==> src/rtl/instr_fetch_unit_pkg.sv <==
// Shared fetch-unit definitions: opcode map, NOP encoding, fetch FSM states.
package instr_fetch_unit_pkg;

  localparam logic [6:0] R_TYPE = 7'b0110011;
  localparam logic [6:0] I_TYPE = 7'b0010011;
  localparam logic [6:0] LOAD   = 7'b0000011;
  localparam logic [6:0] STORE  = 7'b0100011;
  localparam logic [6:0] BRANCH = 7'b1100011;
  localparam logic [6:0] JAL    = 7'b1101111;
  localparam logic [6:0] JALR   = 7'b1100111;
  localparam logic [6:0] LUI    = 7'b0110111;
  localparam logic [6:0] AUIPC  = 7'b0010111;

  localparam logic [31:0] NOP_INSTR = 32'h0000_0013;

  typedef enum logic [1:0] {
    S_IDLE = 2'd0,
    S_REQ  = 2'd1,
    S_WAIT = 2'd2,
    S_HOLD = 2'd3
  } fetch_state_e;

  function automatic logic low_bits_set(input logic [1:0] lo);
    return lo != 2'b00;
  endfunction

endpackage

==> src/rtl/instr_fetch_unit_pc_reg.sv <==
// PC register with next-PC selection: flush redirect, taken target or +4.
module fetch_pc_reg
  import instr_fetch_unit_pkg::*;
#(
  parameter int unsigned     XLEN     = 32,
  parameter logic [XLEN-1:0] RESET_PC = '0
) (
  input  logic            clk_i,
  input  logic            rst_i,
  input  logic            flush_i,
  input  logic [XLEN-1:0] flush_pc_i,
  input  logic            consume_i,
  input  logic            pc_sel_i,
  input  logic [XLEN-1:0] pc_target_i,
  output logic [XLEN-1:0] pc_o,
  output logic            misalign_o
);

  logic [XLEN-1:0] pc_q, pc_d;
  logic            mis_q, mis_d;

  // Flush wins over a same-cycle consume; targets are forced word aligned.
  always_comb begin
    pc_d  = pc_q;
    mis_d = mis_q;
    if (flush_i) begin
      pc_d = {flush_pc_i[XLEN-1:2], 2'b00};
      if (low_bits_set(flush_pc_i[1:0])) begin
        mis_d = 1'b1;
      end
    end else if (consume_i) begin
      if (pc_sel_i) begin
        pc_d = {pc_target_i[XLEN-1:2], 2'b00};
        if (low_bits_set(pc_target_i[1:0])) begin
          mis_d = 1'b1;
        end
      end else begin
        pc_d = pc_q + XLEN'(4);
      end
    end
  end

  always_ff @(posedge clk_i or posedge rst_i) begin
    if (rst_i) begin
      pc_q  <= RESET_PC;
      mis_q <= 1'b0;
    end else begin
      pc_q  <= pc_d;
      mis_q <= mis_d;
    end
  end

  assign pc_o       = pc_q;
  assign misalign_o = mis_q;

endmodule

==> src/rtl/instr_fetch_unit.sv <==
// Fetch front end: one outstanding imem request, holds the fetched
// instruction for decode, applies next-PC on consume and handles flush.
module instr_fetch_unit
  import instr_fetch_unit_pkg::*;
#(
  parameter int unsigned     XLEN     = 32,
  parameter logic [XLEN-1:0] RESET_PC = 32'h0000_0000
) (
  input  logic            clk,
  input  logic            rst,
  output logic            imem_req_valid,
  input  logic            imem_req_ready,
  output logic [XLEN-1:0] imem_req_addr,
  input  logic            imem_rsp_valid,
  input  logic [31:0]     imem_rsp_data,
  output logic            instr_valid,
  input  logic            instr_ready,
  output logic [31:0]     instr,
  output logic [6:0]      opcode,
  output logic [2:0]      funct3,
  output logic [6:0]      funct7,
  output logic [4:0]      rd,
  output logic [4:0]      rs1,
  output logic [4:0]      rs2,
  output logic [XLEN-1:0] pc_out,
  input  logic            pc_sel,
  input  logic [XLEN-1:0] pc_target,
  input  logic            flush,
  input  logic [XLEN-1:0] flush_pc,
  output logic            misalign_err,
  output logic            instr_illegal,
  output logic [31:0]     fetch_count
);

  fetch_state_e    state_q, state_d;
  logic            kill_q, kill_d;
  logic [31:0]     instr_q;
  logic [XLEN-1:0] pc_out_q;
  logic [31:0]     count_q;
  logic [XLEN-1:0] pc;
  logic            latch;
  logic            consume;

  fetch_pc_reg #(
    .XLEN     (XLEN),
    .RESET_PC (RESET_PC)
  ) u_pc (
    .clk_i       (clk),
    .rst_i       (rst),
    .flush_i     (flush),
    .flush_pc_i  (flush_pc),
    .consume_i   (consume),
    .pc_sel_i    (pc_sel),
    .pc_target_i (pc_target),
    .pc_o        (pc),
    .misalign_o  (misalign_err)
  );

  always_ff @(posedge clk or posedge rst) begin
    if (rst) begin
      state_q <= S_IDLE;
    end else begin
      state_q <= state_d;
    end
  end

  always_comb begin
    state_d = state_q;
    kill_d  = kill_q;
    latch   = 1'b0;
    consume = 1'b0;
    unique case (state_q)
      S_IDLE: state_d = S_REQ;
      S_REQ: begin
        if (imem_req_ready) begin
          state_d = S_WAIT;
          kill_d  = flush;
        end
      end
      S_WAIT: begin
        // A response meeting a pending or same-cycle flush is stale.
        if (imem_rsp_valid) begin
          kill_d = 1'b0;
          if (kill_q || flush) begin
            state_d = S_REQ;
          end else begin
            state_d = S_HOLD;
            latch   = 1'b1;
          end
        end else if (flush) begin
          kill_d = 1'b1;
        end
      end
      S_HOLD: begin
        if (flush) begin
          state_d = S_REQ;
        end else if (instr_ready) begin
          state_d = S_REQ;
          consume = 1'b1;
        end
      end
      default: state_d = S_IDLE;
    endcase
  end

  always_comb begin
    imem_req_valid = 1'b0;
    instr_valid    = 1'b0;
    unique case (state_q)
      S_REQ:   imem_req_valid = 1'b1;
      S_HOLD:  instr_valid    = 1'b1;
      default: ;
    endcase
  end

  always_ff @(posedge clk or posedge rst) begin
    if (rst) begin
      kill_q   <= 1'b0;
      instr_q  <= NOP_INSTR;
      pc_out_q <= RESET_PC;
      count_q  <= '0;
    end else begin
      kill_q <= kill_d;
      if (latch) begin
        instr_q  <= imem_rsp_data;
        pc_out_q <= pc;
      end
      if (consume) begin
        count_q <= count_q + 32'd1;
      end
    end
  end

  assign imem_req_addr = pc;
  assign instr         = instr_q;
  assign opcode        = instr_q[6:0];
  assign rd            = instr_q[11:7];
  assign funct3        = instr_q[14:12];
  assign rs1           = instr_q[19:15];
  assign rs2           = instr_q[24:20];
  assign funct7        = instr_q[31:25];
  assign pc_out        = pc_out_q;
  assign instr_illegal = instr_q[1:0] != 2'b11;
  assign fetch_count   = count_q;

endmodule

==> config.mk <==
export PLATFORM = sky130hd
export DESIGN_NAME = instr_fetch_unit
export DESIGN_NICKNAME = d
export VERILOG_FILES = /design/src/rtl/instr_fetch_unit_pkg.sv /design/src/rtl/instr_fetch_unit_pc_reg.sv /design/src/rtl/instr_fetch_unit.sv
export SDC_FILE = /design/constraint.sdc
export NUM_CORES = 1
export LEC_CHECK = 0
export CORE_UTILIZATION = 35
export CTS_BUF_LIST = sky130_fd_sc_hd__clkbuf_16
export DETAILED_ROUTE_END_ITERATION = 8
export GPL_TIMING_DRIVEN = 1
export PLACE_DENSITY = 0.69
export SKIP_LAST_GASP = 1
export SLEW_MARGIN = 15
export SYNTH_ARGS = -nofsm -noshare
export SYNTH_HDL_FRONTEND = slang
export SYNTH_SLANG_ARGS = --single-unit
==> constraint.sdc <==
create_clock -name clk -period 6.9 [get_ports clk]
set_input_delay 1.725 -clock clk [delete_from_list [all_inputs] [get_ports clk]]
set_output_delay 1.725 -clock clk [all_outputs]
set_load 0.01 [all_outputs]
# Yosys cells after proc, flatten, opt, wreduce, memory -nomap -nowiden

Cells that the tools add are included.

Memory bits (read-only): 0
Bits in registers: 132
Bits in latches: 0
Memories kept: 0
Bits in writable memories: 0
Logic and storage cells: 55
Output and inout bits: 164

Add/subtract/negate cells: 2
Order comparisons: 0
Multiplexer cells: 26
Eq/ne operators: 9
Reductions and logical operators: 11
Shift-type cells: 0
Divide/modulo/power cells: 0
Multipliers: 0
Bitwise logic cells: 0

Operators with widths:

| operator                                               | count |
|---|---|
| 2-to-1 mux 32 bit                                      | 3 |
| adder 32 x 1 -> 32 bit (second input constant)         | 1 |
| adder 32 x 3 -> 32 bit (second input constant)         | 1 |
| 2-to-1 mux 1 bit                                       | 16 |
| nonzero test 2 bit                                     | 6 |
| 2-to-1 mux 2 bit                                       | 5 |
| one-hot mux 2 bit (4 select lines)                     | 1 |
| inequality test 2 bit (second input constant)          | 3 |
| inequality test 3 bit (second input constant)          | 2 |
| AND reduction 3 bit                                    | 2 |
| == test 2 bit (second input constant)                  | 2 |
| AND reduction 4 bit                                    | 1 |
| == test 2 x 1 -> 1 bit (second input constant)         | 1 |
| zero test 2 bit                                        | 1 |
| inequality test 2 x 1 -> 1 bit (second input constant) | 1 |
| one-hot mux 1 bit (2 select lines)                     | 1 |
| logical OR 1 bit                                       | 1 |

# Depth between registers and ports, before layout

Gate-level depths: netlist of the first run.

Depth after elaboration: 5
Mapped depth: 8
Gate-level depth less buffers: 7

# Modules after synthesis

Synthesis of the first run repeated with hierarchy kept, for this count alone.

Cells, all modules: 606
Area total of the unflattened synthesis: 6625.1 µm²

Modules (own cells, without submodules):

| module           | area an instance (µm²) | times used | seq. area each (µm²) | cells each |
|---|---|---|---|---|
| instr_fetch_unit | 4309.1                 | 1          | 2481.1               | 325 |
| fetch_pc_reg     | 2316.0                 | 1          | 775.7                | 281 |

# Worst setup path after synthesis of the first run

OpenSTA, ideal clock, no wires.

Kind: input to register
Start: input port flush
End: register count_q[29] (netlist: fetch_count[29])
Buffers on the path: 2
Stages on the path: 7
Setup slack: 3.505 ns
Setup time: 0.127 ns
Arrival: 3.268 ns
Cell sequence: and3b_1 > clkbuf_1 > nand4_1 > or4_4 > buf_6 > nand2b_4 > xnor2_2

Cells in the longest elaborated chain, start to end: 2

Ends and longest elaborated chain:

| item                 | line                    | text |
|---|---|---|
| start, declared      | instr_fetch_unit.sv:28  | `input logic flush,` |
| 2-to-1 mux 1 bit     | instr_fetch_unit.sv:95  | `if (flush) begin` |
| 2-to-1 mux 1 bit     | instr_fetch_unit.sv:72  | `unique case (state_q)` |
| end signal, assigned | instr_fetch_unit.sv:129 | `count_q <= count_q + 32'd1;` |
| end, declared        | instr_fetch_unit.sv:39  | `logic [31:0] count_q;` |

No other way between the ends.
A chain may end at the register's enable or synchronous reset.

# Worst setup path after layout of the first run

Start: input port flush
End: register count_q[30] (netlist: fetch_count[30])

Same word-level chain as after synthesis.

==> results.cfg, run 1 <==
[floorplanning]
rows = 49
die_x_um = 139
fp.dieH_um = 139
num_io_pins = 267
die_area_um2 = 19200
start_util_pct = 36.1
core_area_um2 = 18100

[critical_path]
end_kind = register
worst_r2r_path_depth = 6
ff2ff_setup_slack_ps = 4240
cp_data_arrival_time_ps = 4130
worstSetupPathType = input pin to register
startpoint = flush
r2r_start = state_q[0]
cp-start-kind = input pin
required_ps = 7190
cp_max_fo = 70

[detailed_routing]
dr_total_vias = 5386
routedWlPerCell_um = 17.6
drc = 50
first_iter_violations = 268
drt-vias-per-instance = 4.96
antenna_left = 0
first_pass_iters = 7
routed_wl_um = 19100

[worst_hold_path]
min_path_cells = 1
min_from = u_pc.misalign_o
hp-class = register to register

[layout]
final_cell_mix = clkdlybuf4s50_1 (260), dfrtp_1 (125), mux2_2 (65), a21oi_1 (47), nand2_1 (42)
final_area_um2 = 9750
final_nets = 952
layout_commonest_cell = clkdlybuf4s50_1
fin_util_pct = 53.9
drive_gt1_share_pct = 14.3
antenna_cells = 0
syn_to_final_growth_pct = 49.5

[synthesis]
synth_edf_count = 0
synthArstFlopShare_pct = 100
postSynthCellCount = 622
ys_types = 55
synth_seq_cells = 128
syn_avg_cell_area_um2 = 10.5
ys_warn_count = 0
synth_flop_cell = dfrtp_1
synth_area_um2 = 6520
ys_seq_area_share_pct = 49.2

[clock_tree]
hold_buffers = 0
cts_max_level = 4
numCtsBuffers = 17
post_cts_resized = 0
clockBufferDepth = 2
clk_latency_ps = 410
clk_pin_slew_ps = 60
cts_post_setup_buffers_inserted = 0
clock_sinks = 128
cts-root-buf = clkbuf_16
cts_tree = yes

[sta]
fin_crit_sh_pct = 55.7
clock_skew_ps = 5.64
fin_ws_ps = 3060
slew_headroom_pct = 40.1
setup_tns_ps = 0
slew_viol_final = 0
worst_pin_slew_ps = 898
hold_viol_final = 0
clock.fmax_mhz = 260
setup_viol = 0
post-route-min-period_ps = 3840
rsz0062_at_grt = no

[placement]
gp_congestion = 0.790
hpwlAfterDp_um = 13400
dp_slack_ps = 2670
port_buffers = 262
place_area_um2 = 9080

[status]
violations = DRC
status = finished with violations

[global_routing]
grt_start_max_net_pins = 94
track_usage_pct = 20.2
grt_pass1_wl_um = 30000
grt_pass1_vias = 5202
antenna_found_initial = 1
grt-ovfl-total = 0

[power_and_ir_drop]
power_mw = 3.31
ir_drop_mv = 0.176
leakage_nw = 4.06
pwr_density_cell_nw_per_um2 = 339

[run]
drv_cap = 0
==> layer usage <==
metal	part of all wire [%]	routed length, µm	track usage [%]	up-vias
met1	44	8390	26.0	2576
met5	0	0	0	-
met2	47	9040	33.1	215
met4	1.3	258	5.85	0
li1	-	-	-	2576
met3	7.5	1440	5.65	19
==> path summary, 6_finish.rpt <==
kind / to
max in group asynchronous: pc_out[11]
worst max register to register: fetch_count[30]
worst min register to register: u_pc.misalign_o
worst max-delay path: fetch_count[30]
min in group asynchronous: instr[12]
worst min-delay path: u_pc.misalign_o
==> layout make-up <==
cell class	instances	area, µm²
inverter	12	50.0
timing repair buffer	266	2640
clock buffer	17	425
sequential	128	3210
multi-input combinational	418	2900
tap	229	287
clock inverter	15	241
fill	1640	8340
==> kinds of logic after synthesis <==
group | Yosys count | synth area share [%]
buf+inv | 79 | 6.75
flops | 128 | 49.2
other cells | 1 | 0.0575
xor+xnor | 47 | 6.54
simple gates | 199 | 16.2
compound gates | 88 | 7.58
fa+ha+maj | 6 | 1.15
mux | 74 | 12.6
==> registers in the layout, indices dropped and copies added, names as in the netlist <==
register,count
u_pc.misalign_o,1
u_pc.pc_o,30
state_q,2
pc_out,30
fetch_count,32
kill_q,1
instr,32
==> Yosys cell counts, types with 3 or more instances <==
master / n / area, µm²
dfrtp_1: 125 / 3130
mux2_2: 65 / 732
a21oi_1: 47 / 235
nand2_1: 42 / 158
buf_4: 36 / 270
nand3_1: 35 / 175
nor2_1: 33 / 124
clkbuf_1: 24 / 90.1
xnor2_1: 24 / 210
o21ai_0: 22 / 110
xor2_1: 21 / 184
nor3_1: 18 / 90.1
inv_1: 12 / 45.0
nand4_1: 11 / 68.8
and3_1: 10 / 62.6
mux2i_1: 9 / 90.1
ha_1: 6 / 75.1
nor3b_1: 6 / 45.0
and2_1: 5 / 31.3
buf_1: 5 / 18.8
nand2b_1: 5 / 31.3
or2_2: 5 / 31.3
and4_1: 4 / 35.0
nor2b_1: 4 / 25.0
nor4_1: 4 / 25.0
or3_1: 4 / 25.0
a211oi_1: 3 / 22.5
dfstp_2: 3 / 78.8
==> power breakdown <==
group	switching, mW	total, mW	internal [mW]
sequential	0.176	1.13	0.958
clock	0.345	1.02	0.676
combinational	0.443	1.15	0.710
total	0.963	3.31	2.34
==> per-stage QoR <==
step                      hold WS [ps]  std cells
final                              469       1085
after global routing               485       1085
after CTS                          470       1085
after detailed placement           457       1053
after global placement             450       1053
after floorplan                    504        625
==> critical path, cell delays in order <==
cell and delay, ps:
buf_2 100, buf_4 320, and3b_1 470, nand4_1 350, nor4_1 780, nand3_1 190
xnor2_1 170
No activity file was read; power rests on OpenSTA's default activity.
==> run 2: changes to the inputs <==
--- a/config.mk
+++ b/config.mk
@@ -9,7 +9,7 @@
 export CTS_BUF_LIST = sky130_fd_sc_hd__clkbuf_16
 export DETAILED_ROUTE_END_ITERATION = 8
 export GPL_TIMING_DRIVEN = 1
-export PLACE_DENSITY = 0.69
+export PLACE_DENSITY = 0.72
 export SKIP_LAST_GASP = 1
 export SLEW_MARGIN = 15
 export SYNTH_ARGS = -nofsm -noshare
==> constraint.sdc (replaced) <==
create_clock -name clk -period 3.3 [get_ports clk]
set_input_delay 0.825 -clock clk [delete_from_list [all_inputs] [get_ports clk]]
set_output_delay 0.825 -clock clk [all_outputs]
set_load 0.01 [all_outputs]
==> results.cfg, run 2 (synthesis gave the netlist of run 1 again) <==
[global_routing]
grt_start_max_net_pins = 76
busiest_layer = met2
grt_pass1_wl_um = 31400
grtUsageMet1_pct = 27.4
met2_usage_pct = 34.5
antenna_found_initial = 0
grt_use_met3_pct = 5.89
grt_pass1_vias = 5520
grt-ovfl-total = 0
track_usage_pct = 21.1

[clock_tree]
cts-root-buf = clkbuf_16
post_cts_resized = 0
cts_tree = yes
cts_max_level = 4
hold_buffers = 0
clockBufferDepth = 2
numCtsBuffers = 17
clock_sinks = 128
cts_post_setup_buffers_inserted = 0
clk_latency_ps = 420
clk_pin_slew_ps = 60

[layout]
fillers = 1604
syn_to_final_growth_pct = 50.3
final_cell_mix = clkdlybuf4s50_1 (260), dfrtp_1 (125), mux2_2 (65), a21oi_1 (47), nand2_1 (42)
seqCellArea_um2 = 3210
antenna_cells = 0
final_nets = 964
multi_input_area_um2 = 2890
layout_commonest_cell = clkdlybuf4s50_1
drive_gt1_share_pct = 15.5

[sta]
post-route-min-period_ps = 2550
fin_crit_sh_pct = 77.3
fin_ws_ps = 748
slew_viol_final = 0
hold_viol_final = 0
slew_headroom_pct = 53.8
setup_viol = 0
setup_tns_ps = 0
clock.fmax_mhz = 392
rsz0062_at_grt = no
clock_skew_ps = 6.59
worst_pin_slew_ps = 687

[power_and_ir_drop]
ir_drop_mv = 0.366
pwr_density_cell_nw_per_um2 = 696
power_mw = 6.82
leakage_nw = 4.10

[run]
drv_cap = 0

[detailed_routing]
drc = 50
drt-vias-per-instance = 5.05
routedWlPerCell_um = 17.8
routed_wl_um = 19500
dr_total_vias = 5538
first_pass_iters = 6
first_iter_violations = 247
antenna_left = 0

[floorplanning]
core_area_um2 = 18100
fp.dieH_um = 139
rows = 49
num_io_pins = 267
die_x_um = 139
die_area_um2 = 19200
start_util_pct = 36.1

[critical_path]
worstSetupPathType = register to output port
required_ps = 2470
cp-start-kind = register
end_kind = output port
ff2ff_setup_slack_ps = 1000
cp_data_arrival_time_ps = 1730
cp_max_fo = 5

[placement]
hpwlAfterDp_um = 14100
gp_congestion = 0.815
dp_slack_ps = 327
port_buffers = 262

[status]
status = finished with violations
violations = DRC

[worst_hold_path]
hp-class = register to register
run 2: cell count changes in the layout (fill, tap and decap cells not counted), sizes merged:
cell,delta
buf,+12
inv,-2
clkinv,+1
clkinvlp,+2
bufinv,-2
run 2: final timing paths:
check	cells after the start	startpoint	endpoint
setup / recovery	3	state_q[1]	imem_req_valid
hold / removal	1	fetch_count[31]	fetch_count[31]
setup reg to reg	5	fetch_count[9]	fetch_count[29]
hold reg to reg	1	fetch_count[31]	fetch_count[31]
max in group asynchronous	3	rst	instr[0]
min in group asynchronous	3	rst	instr[3]
run 2: layout make-up:
class                           instances  share of cell area [%]
Clock buffer                           17                    4.34
Multi-Input combinational cell        418                    29.5
Inverter                               12                   0.498
Clock inverter                         14                    1.95
Tap cell                              229                    2.92
Timing Repair Buffer                  278                    28.1
Sequential cell                       128                    32.7
run 2: per-layer routing:
metal / up-vias / wire [µm] / share of wire (%)
met3: 21 / 1490 / 7.6
met2: 227 / 9410 / 48
li1: 2605 / - / -
met4: 0 / 289 / 1.5
met1: 2685 / 8330 / 43
met5: - / 0 / 0
run 2: worst max-delay path: stages, from the launching register on:
cell and delay, ps:
dfrtp_1 400, inv_1 110, ha_1 250, clkdlybuf4s50_1 560
run 2: where the power goes:
group / total (mW) / switching (mW) / internal (mW) / leakage (nW)
Sequential: 2.38 / 0.376 / 2.00 / 1.63
Clock: 2.00 / 0.738 / 1.26 / 0.293
Combinational: 2.44 / 0.948 / 1.50 / 2.18
run 2: per-stage QoR:
stage | instances | instance area [µm²] | hold WS, ps | utilization (%)
2_1_floorplan | 625 | 6540 | 504 | -
3_3_place_gp | 1065 | 9190 | 456 | 50.8
3_5_place_dp | 1065 | 9190 | 467 | 50.8
4_1_cts | 1096 | 9800 | 475 | 54.2
5_1_grt | 1096 | 9800 | 477 | 54.2
6_report | 1096 | 9800 | 469 | 54.2
